==> src/rtl/lifo_stack_pkg.sv <==
// Shared definitions for the parametrised LIFO stack.
// Holds the operation encoding and the count-width helper.
package lifo_stack_pkg;

    // Operation encoding is {push, pop}, so a cast of the two strobes decodes it.
    typedef enum logic [1:0] {
        OP_IDLE = 2'b00,
        OP_POP  = 2'b01,
        OP_PUSH = 2'b10,
        OP_SWAP = 2'b11
    } op_e;

    // Bits needed to hold an occupancy of 0..depth inclusive.
    function automatic int clog2_depth(input int depth);
        return $clog2(depth + 1);
    endfunction

endpackage

==> src/rtl/lifo_stack_ram.sv <==
// Storage array for the LIFO stack.
// One synchronous write port, one asynchronous read port, no reset.
module lifo_stack_ram #(
    parameter int WIDTH = 8,
    parameter int DEPTH = 8,
    parameter int AW    = 3
) (
    input  logic             i_clk,
    input  logic             i_we,
    input  logic [AW-1:0]    i_waddr,
    input  logic [WIDTH-1:0] i_wdata,
    input  logic [AW-1:0]    i_raddr,
    output logic [WIDTH-1:0] o_rdata
);

    logic [WIDTH-1:0] r_mem [DEPTH];

    // Write the addressed entry when enabled; contents survive reset.
    always_ff @(posedge i_clk) begin
        if (i_we) begin
            r_mem[i_waddr] <= i_wdata;
        end
    end

    assign o_rdata = r_mem[i_raddr];

endmodule

==> src/rtl/lifo_stack_param.sv <==
// Parametrised LIFO stack with peek, occupancy, almost-full and sticky flags.
// Push and pop in one cycle replace the top (or bypass din when empty).
module lifo_stack_param
    import lifo_stack_pkg::*;
#(
    parameter int WIDTH     = 8,
    parameter int DEPTH     = 8,
    parameter int AFULL_LVL = 6
) (
    input  logic                          i_clk,
    input  logic                          i_rst,
    input  logic                          i_clear,
    input  logic                          i_push,
    input  logic                          i_pop,
    input  logic [WIDTH-1:0]              i_din,
    output logic [WIDTH-1:0]              o_dout,
    output logic                          o_dout_valid,
    output logic [WIDTH-1:0]              o_top,
    output logic [clog2_depth(DEPTH)-1:0] o_count,
    output logic                          o_empty,
    output logic                          o_full,
    output logic                          o_almost_full,
    output logic                          o_overflow,
    output logic                          o_underflow
);

    localparam int CW = clog2_depth(DEPTH);
    localparam int AW = $clog2(DEPTH);
    localparam logic [CW-1:0] DEPTH_C = CW'(DEPTH);
    localparam logic [CW-1:0] AFULL_C = CW'(AFULL_LVL);
    localparam logic [CW-1:0] ONE_C   = CW'(1);

    logic [CW-1:0]    r_cnt;
    logic [WIDTH-1:0] r_dout;
    logic             r_dv;
    logic             r_ovf;
    logic             r_unf;

    logic [CW-1:0]    w_cnt_nx;
    logic [WIDTH-1:0] w_dout_nx;
    logic             w_dv_nx;
    logic             w_ovf_nx;
    logic             w_unf_nx;
    logic             w_we;
    logic [AW-1:0]    w_waddr;
    logic [AW-1:0]    w_raddr;
    logic [WIDTH-1:0] w_rdata;
    logic             w_empty;
    logic             w_full;
    op_e              w_op;

    assign w_empty = (r_cnt == '0);
    assign w_full  = (r_cnt == DEPTH_C);
    assign w_op    = op_e'({i_push, i_pop});

    // Top entry sits at count-1; park the read index at 0 while empty.
    assign w_raddr = w_empty ? '0 : AW'(r_cnt - ONE_C);

    lifo_stack_ram #(
        .WIDTH (WIDTH),
        .DEPTH (DEPTH),
        .AW    (AW)
    ) u_ram (
        .i_clk   (i_clk),
        .i_we    (w_we),
        .i_waddr (w_waddr),
        .i_wdata (i_din),
        .i_raddr (w_raddr),
        .o_rdata (w_rdata)
    );

    // Decode the operation into next count, output word, flags and RAM write.
    always_comb begin
        w_cnt_nx  = r_cnt;
        w_dout_nx = r_dout;
        w_dv_nx   = 1'b0;
        w_ovf_nx  = r_ovf;
        w_unf_nx  = r_unf;
        w_we      = 1'b0;
        w_waddr   = AW'(r_cnt);
        if (i_rst) begin
            w_cnt_nx  = '0;
            w_dout_nx = '0;
            w_ovf_nx  = 1'b0;
            w_unf_nx  = 1'b0;
        end else if (i_clear) begin
            w_cnt_nx = '0;
            w_ovf_nx = 1'b0;
            w_unf_nx = 1'b0;
        end else begin
            unique case (w_op)
                OP_PUSH: begin
                    if (w_full) begin
                        w_ovf_nx = 1'b1;
                    end else begin
                        w_we     = 1'b1;
                        w_cnt_nx = r_cnt + ONE_C;
                    end
                end
                OP_POP: begin
                    if (w_empty) begin
                        w_unf_nx = 1'b1;
                    end else begin
                        w_dout_nx = w_rdata;
                        w_dv_nx   = 1'b1;
                        w_cnt_nx  = r_cnt - ONE_C;
                    end
                end
                OP_SWAP: begin
                    w_dv_nx = 1'b1;
                    if (w_empty) begin
                        w_dout_nx = i_din;
                    end else begin
                        w_dout_nx = w_rdata;
                        w_we      = 1'b1;
                        w_waddr   = w_raddr;
                    end
                end
                default: begin
                    w_dv_nx = 1'b0;
                end
            endcase
        end
    end

    // Register the control state; reset and clear are folded into next-state.
    always_ff @(posedge i_clk) begin
        r_cnt  <= w_cnt_nx;
        r_dout <= w_dout_nx;
        r_dv   <= w_dv_nx;
        r_ovf  <= w_ovf_nx;
        r_unf  <= w_unf_nx;
    end

    assign o_dout        = r_dout;
    assign o_dout_valid  = r_dv;
    assign o_top         = w_empty ? '0 : w_rdata;
    assign o_count       = r_cnt;
    assign o_empty       = w_empty;
    assign o_full        = w_full;
    assign o_almost_full = (r_cnt >= AFULL_C);
    assign o_overflow    = r_ovf;
    assign o_underflow   = r_unf;

endmodule

==> config.mk <==
export PLATFORM = sky130hd
export DESIGN_NAME = lifo_stack_param
export DESIGN_NICKNAME = d
export VERILOG_FILES = /design/src/rtl/lifo_stack_pkg.sv /design/src/rtl/lifo_stack_ram.sv /design/src/rtl/lifo_stack_param.sv
export SDC_FILE = /design/constraint.sdc
export NUM_CORES = 1
export LEC_CHECK = 0
export CAP_MARGIN = 30
export CORE_ASPECT_RATIO = 1.5
export CORE_MARGIN = 2
export CORE_UTILIZATION = 25
export DETAILED_ROUTE_END_ITERATION = 12
export PLACE_DENSITY_LB_ADDON = 0.2
export SLEW_MARGIN = 25
export SYNTH_ARGS = -nofsm -noshare
export SYNTH_HDL_FRONTEND = slang
export SYNTH_HIERARCHICAL = 1
export SYNTH_SLANG_ARGS = --single-unit
==> constraint.sdc <==
create_clock -name i_clk -period 9.8 [get_ports i_clk]
set_input_delay 1.96 -clock i_clk [delete_from_list [all_inputs] [get_ports i_clk]]
set_output_delay 1.96 -clock i_clk [all_outputs]
set_load 0.01 [all_outputs]
# After elaboration in Yosys (flattened, before gate mapping)
# Memories as Yosys holds them, arrays and structs flattened.
# Index checks and enable logic that the tools add are counted.
# Widths: inputs -> output; s select.
[word_totals] register_bits=15 ram_bits=64 input_bits=13 out_inout_bits=26 word_cells=44 n_memories=1
[classes] add_sub_neg=2 order_cmp=1 eq_ne=6 muxes=20 bitwise_logic=1 n_reduce_logical=8
[memory_table] memory="u_ram.r_mem" words=8 width=8 read_ports=1 rd_clocked_by_memory_dff=0 wr=1 line_no="lifo_stack_ram.sv:16" source="logic [WIDTH-1:0] r_mem [DEPTH];"
[op_table] operator="$mux 8" n=3
[op_table] operator="$pmux 8 s2" n=1
[op_table] operator="$mux 3" n=5
[op_table] operator="$mux 4" n=2
[op_table] operator="$pmux 4 s2" n=1
[op_table] operator="$mux 1" n=6
[op_table] operator="$reduce_and 3->1" n=2
[op_table] operator="$add 4x1->4 const B" n=1
[op_table] operator="$eq 2x2->1 const B" n=2
[op_table] operator="$eq 4x4->1 const B" n=1
[op_table] operator="$ge 4x3->1 const B" n=1
[op_table] operator="$logic_not 4->1" n=1
[op_table] operator="$ne 2x2->1 const B" n=2
[op_table] operator="$pmux 1 s2" n=2
[op_table] operator="$reduce_and 2->1" n=2
[op_table] operator="$reduce_bool 2->1" n=2
[op_table] operator="$sub 4x1->4 const B" n=1
[op_table] operator="$eq 2x1->1 const B" n=1
[op_table] operator="$reduce_or 2->1" n=1
[op_table] operator="$not 1->1" n=1

# Depth between registers and ports, before layout
[logic_depth] depth_word=7 ltp_mapped=11 mapped_depth_nobuf=9

# Cells and area by module
# The synthesis kept the hierarchy.
[modules_own_cells] module="lifo_stack_ram" n_inst=1 cells_per_inst=106 area_per_inst_um2=2531.2 seq_area_each_um2=1921.8
[modules_own_cells] module="lifo_stack_param" n_inst=1 cells_per_inst=111 area_per_inst_um2=991.0 seq_area_each_um2=300.3

# Worst setup path before layout
# No wires, ideal clock.
[synth_timing] kind="register to output" start="register r_cnt[0], in the netlist o_count[0]" end="output o_top[1]" arrival_ns=2.687 t_required_ns=7.840 setup_slack_ns=5.153 path_stages_with_launch=11 n_path_buf=3 path_cell_list="dfxtp_1 -> inv_1 -> ha_1 -> or3b_4 -> clkbuf_1 -> ha_1 -> buf_6 -> buf_12 -> mux4_1 -> mux2_2 -> and2_1"
[synth_between] elab_chain_cells=4 elab_cells_between_ends=5 classes_between="1 x add/sub; 2 x mux; 1 x reduce/logical; 1 x memory"
[synth_lines] item="start: declaration" line_no="lifo_stack_param.sv:33" source="logic [CW-1:0] r_cnt;"
[synth_lines] item="start signal: assignment" line_no="lifo_stack_param.sv:128" source="r_cnt <= w_cnt_nx;"
[synth_lines] item="$sub 4x1->4 or $logic_not 4->1 (tied branches)"
[synth_lines] item="$mux 3 (*)" line_no="lifo_stack_param.sv:57" source="assign w_raddr = w_empty ? '0 : AW'(r_cnt - ONE_C);"
[synth_lines] item="via w_raddr[0]" line_no="lifo_stack_param.sv:46" source="logic [AW-1:0] w_raddr;"
[synth_lines] item="$mem_v2 8x8 (*)"
[synth_lines] item="via w_rdata[1]" line_no="lifo_stack_param.sv:47" source="logic [WIDTH-1:0] w_rdata;"
[synth_lines] item="$mux 8 (*)" line_no="lifo_stack_param.sv:137" source="assign o_top = w_empty ? '0 : w_rdata;"
[synth_lines] item="end: declaration" line_no="lifo_stack_param.sv:18" source="output logic [WIDTH-1:0] o_top,"
# Mark *: on every way through the listed nets, which the timed path passes. The rest lies on a longest branch.

# Final worst setup path
[layout_timing] start="register r_cnt[0], in the netlist o_count[0]" end="output o_top[5]"
# The elaborated chain is that of the path after synthesis.

==> flow_metrics.env <==
export IMPL_status="finished clean"
export IMPL_start_kind="register"
export IMPL_clock_path_buffers=2
export IMPL_setup_viol=0
export IMPL_ys_ff_latch=79
export IMPL_placed_cells=412
export IMPL_num_rows=53
export IMPL_area_delta_synth_final_pct=23.8
export IMPL_routabilityCongestion=0.719
export IMPL_synth_cell_type_count=39
export IMPL_htree_levels=3
export IMPL_clk_pin_slew_ns=0.06
export IMPL_hold_ws_ns=0.476
export IMPL_ctsResizeCount=0
export IMPL_drt_pass1_iterations=4
export IMPL_fin_crit_ns=5.76
export IMPL_vias_per_cell=4.57
export IMPL_final_fill_count=1390
export IMPL_grt_setup_unrepaired="false"
export IMPL_fin_nets=275
export IMPL_ys_warn_count=6
export IMPL_cp_max_fo=13
export IMPL_placed_area_um2=4090
export IMPL_antenna_cells=0
export IMPL_drt_total_wl_um=7880
export IMPL_die_h_um=149
export IMPL_synthesis_nets=234
export IMPL_rr_startpoint="o_count[0]"
export IMPL_worstMarginPinSlew_ns=0.968
export IMPL_clock_skew_ns=0.00786
export IMPL_min_path_type="reg -> reg"
export IMPL_grt_pass1_wl_um=11600
export IMPL_ctsRootBufferMaster="clkbuf_16"
export IMPL_grt_overflow=0
export IMPL_power_w=0.000760
export IMPL_avgSynthCellArea_um2=16.2
export IMPL_crit_arrival_ns=3.80
export IMPL_first_global_vias=1950
export IMPL_dieWidth_um=101
export IMPL_synthesis_area_um2=3520
export IMPL_cts_tree="yes"
export IMPL_crit_type="reg -> out"
export IMPL_critPathLaunch="o_count[0]"
export IMPL_drv_slew=0
export IMPL_hold_buffers=0
export IMPL_slowest_delay_ns=0.56
export IMPL_wire_per_inst_um=18.4
export IMPL_synth_top_area_share_pct=54.6
export IMPL_fp_dieArea_um2=15100
export IMPL_post_route_period_util_pct=58.8
export IMPL_ant_nets=0
export IMPL_cts_sinks=79
export IMPL_vias=1956
export IMPL_synth_cells=217
export IMPL_crit_slowest_cell="ha_1"
export IMPL_start_util_pct=25.3
export IMPL_final_seq_area_um2=2220
export IMPL_seq_area_frac_synth_pct=63.1
export IMPL_drt_iter0_drc=79
export IMPL_critPathTopFamily="adder cells"
export IMPL_synth_top_cells_by_area="edfxtp_1 55%, mux4_1 11%, dfxtp_1 8.5%"
export IMPL_power_density_nw_per_um2=174
export IMPL_numCtsBuffers=9
export IMPL_end_kind="output pin"
export IMPL_crit_buf_inv=3
export IMPL_stdcell_count=428
export IMPL_hold_violations=0
export IMPL_multi_input_area_um2=1200
export IMPL_ioPinCount=39
export IMPL_required_ns=7.84
export IMPL_drive_above_1_share_pct=18.6
export IMPL_core_area_um2=13900
export IMPL_post_cts_buffers=0
export IMPL_dp_hpwl_um=5510
export IMPL_hold_start="o_overflow"
export IMPL_synth_top_cell_by_area="edfxtp_1"
export IMPL_timing_fmax_ghz=0.174
export IMPL_cpMostUsedCell="ha_1"
export IMPL_final_area_um2=4360
export IMPL_max_vdd_ir_drop_uv=114
export IMPL_portBuffers=38
export IMPL_relSlewSlack_pct=35.1
export IMPL_setup_tns_ns=0
export IMPL_clock_latency_ns=0.33
export IMPL_max_cap_violations=0
export IMPL_antenna_found_initial=0
export IMPL_grt_usage_pct=10.8
export IMPL_grt_max_degree=18
export IMPL_leakagePower_nw=1.46
export IMPL_drc=0
export IMPL_crit_path_cell_trace="inv_1, ha_1, or3b_4, ha_1, buf_8, mux4_1, mux2_2, and2_1, clkdlybuf4s50_1"
-- per-stage QoR --
| step | setup WS, ns | util [%] |
|---|---|---|
| global route | 3.82 | 31.3 |
| finish | 4.04 | 31.3 |
| global placement | 4.17 | 28.9 |
| detailed placement | 4.33 | 29.3 |
| floorplan | 5.15 | - |
| CTS | 3.93 | 31.3 |
-- path summary, 6_finish.rpt --
kind | to | slack [ns] | depth (start not counted)
worst max-delay path | o_top[5] | 4.04 | 9
worst min-delay path | o_overflow | 0.48 | 2
worst max register to register | o_dout[3] | 6.54 | 9
worst min register to register | o_overflow | 0.48 | 2
-- cell families after synthesis --
| family | synth area share, % |
|---|---|
| DFF | 63.1 |
| and+or+nand+nor | 7.60 |
| muxes | 17.3 |
| AOI/OAI and AO/OA | 6.54 |
| buffers and inverters | 3.34 |
| adders and majority gates | 1.42 |
| xor gates and xnor gates | 0.746 |
-- routing by layer --
metal / routed length [um] / track usage, % / up-vias
met5: 0 / 0 / -
met4: 123 / 4.26 / 0
met3: 260 / 2.20 / 9
met2: 4320 / 19.6 / 37
met1: 3180 / 12.4 / 990
li1: - / - / 920
-- layout make-up --
type,count,area share (%)
Inverter,6,0.516
Clock buffer,9,5.16
Tap cell,165,4.73
Multi-Input combinational cell,119,27.5
Clock inverter,7,1.15
Timing Repair Buffer,43,9.93
Sequential cell,79,51.0
-- state kept, by name, indices dropped and copies added (netlist names) --
name and flops:
o_overflow 1, o_underflow 1, o_dout_valid 1, o_count 4, o_dout 8, u_ram/r_mem 64
-- worst reg2reg max path, cell delays in order, from the launching register on --
cell      delay [ns]
dfxtp_1         0.44
inv_1           0.12
ha_1            0.28
or3b_4          0.37
ha_1            0.56
buf_8           0.23
mux4_1          0.56
mux2_2          0.28
mux2i_1         0.18
a211oi_2        0.09
-- where the power goes --
part | leakage (nW) | switching [W] | internal [W]
Sequential | 0.698 | 0.00000245 | 0.000367
Clock | 0.131 | 0.000133 | 0.000171
Combinational | 0.636 | 0.0000431 | 0.0000435
-- layout by cell type, fill, tap and decap left out, drive strengths merged --
| cell type | n |
|---|---|
| clkbuf | 9 |
| nor2 | 24 |
| a31oi | 1 |
| inv | 6 |
| o21ai | 2 |
| a211oi | 10 |
| buf | 5 |
| or3b | 1 |
| a22o | 1 |
| or3 | 1 |
| a2bb2oi | 1 |
| clkdlybuf4s50 | 38 |
| nand3 | 2 |
| clkinv | 6 |
| nand2 | 6 |
| o211a | 1 |
| mux4 | 16 |
| and2 | 8 |
| mux2i | 9 |
| dfxtp | 15 |
| edfxtp | 64 |
| mux2 | 9 |
| clkinvlp | 1 |
| nand2b | 4 |
| a21oi | 5 |
| nor2b | 4 |
| o2111a | 1 |
| and3 | 1 |
| nor3 | 2 |
| xnor2 | 3 |
| or2 | 1 |
| a31o | 2 |
| ha | 4 |
-- Yosys cell counts --
master and instances:
inv_1 5, nand2b_1 4, o211a_1 1, mux4_1 15, nand3_1 1, edfxtp_1 64
mux2_2 9, o21ai_0 2, buf_12 1, clkbuf_2 1, or2_2 1, a2bb2oi_4 1
mux4_2 1, dfxtp_1 15, buf_6 2, nor2b_1 4, or3b_4 1, and3_1 1
clkbuf_1 5, xnor2_1 3, ha_1 4, nand3_2 1, inv_2 1, a31oi_1 1
a22o_1 1, a21oi_1 5, buf_1 1, or3_1 1, a211oi_2 8, nor3_1 2
nand2_1 6, buf_8 1, o2111a_1 1, a211oi_1 2, nor2_1 24, mux2i_1 9
buf_2 2, and2_1 8, a31o_2 2
Note: power is estimated with default switching activity, not from simulation.
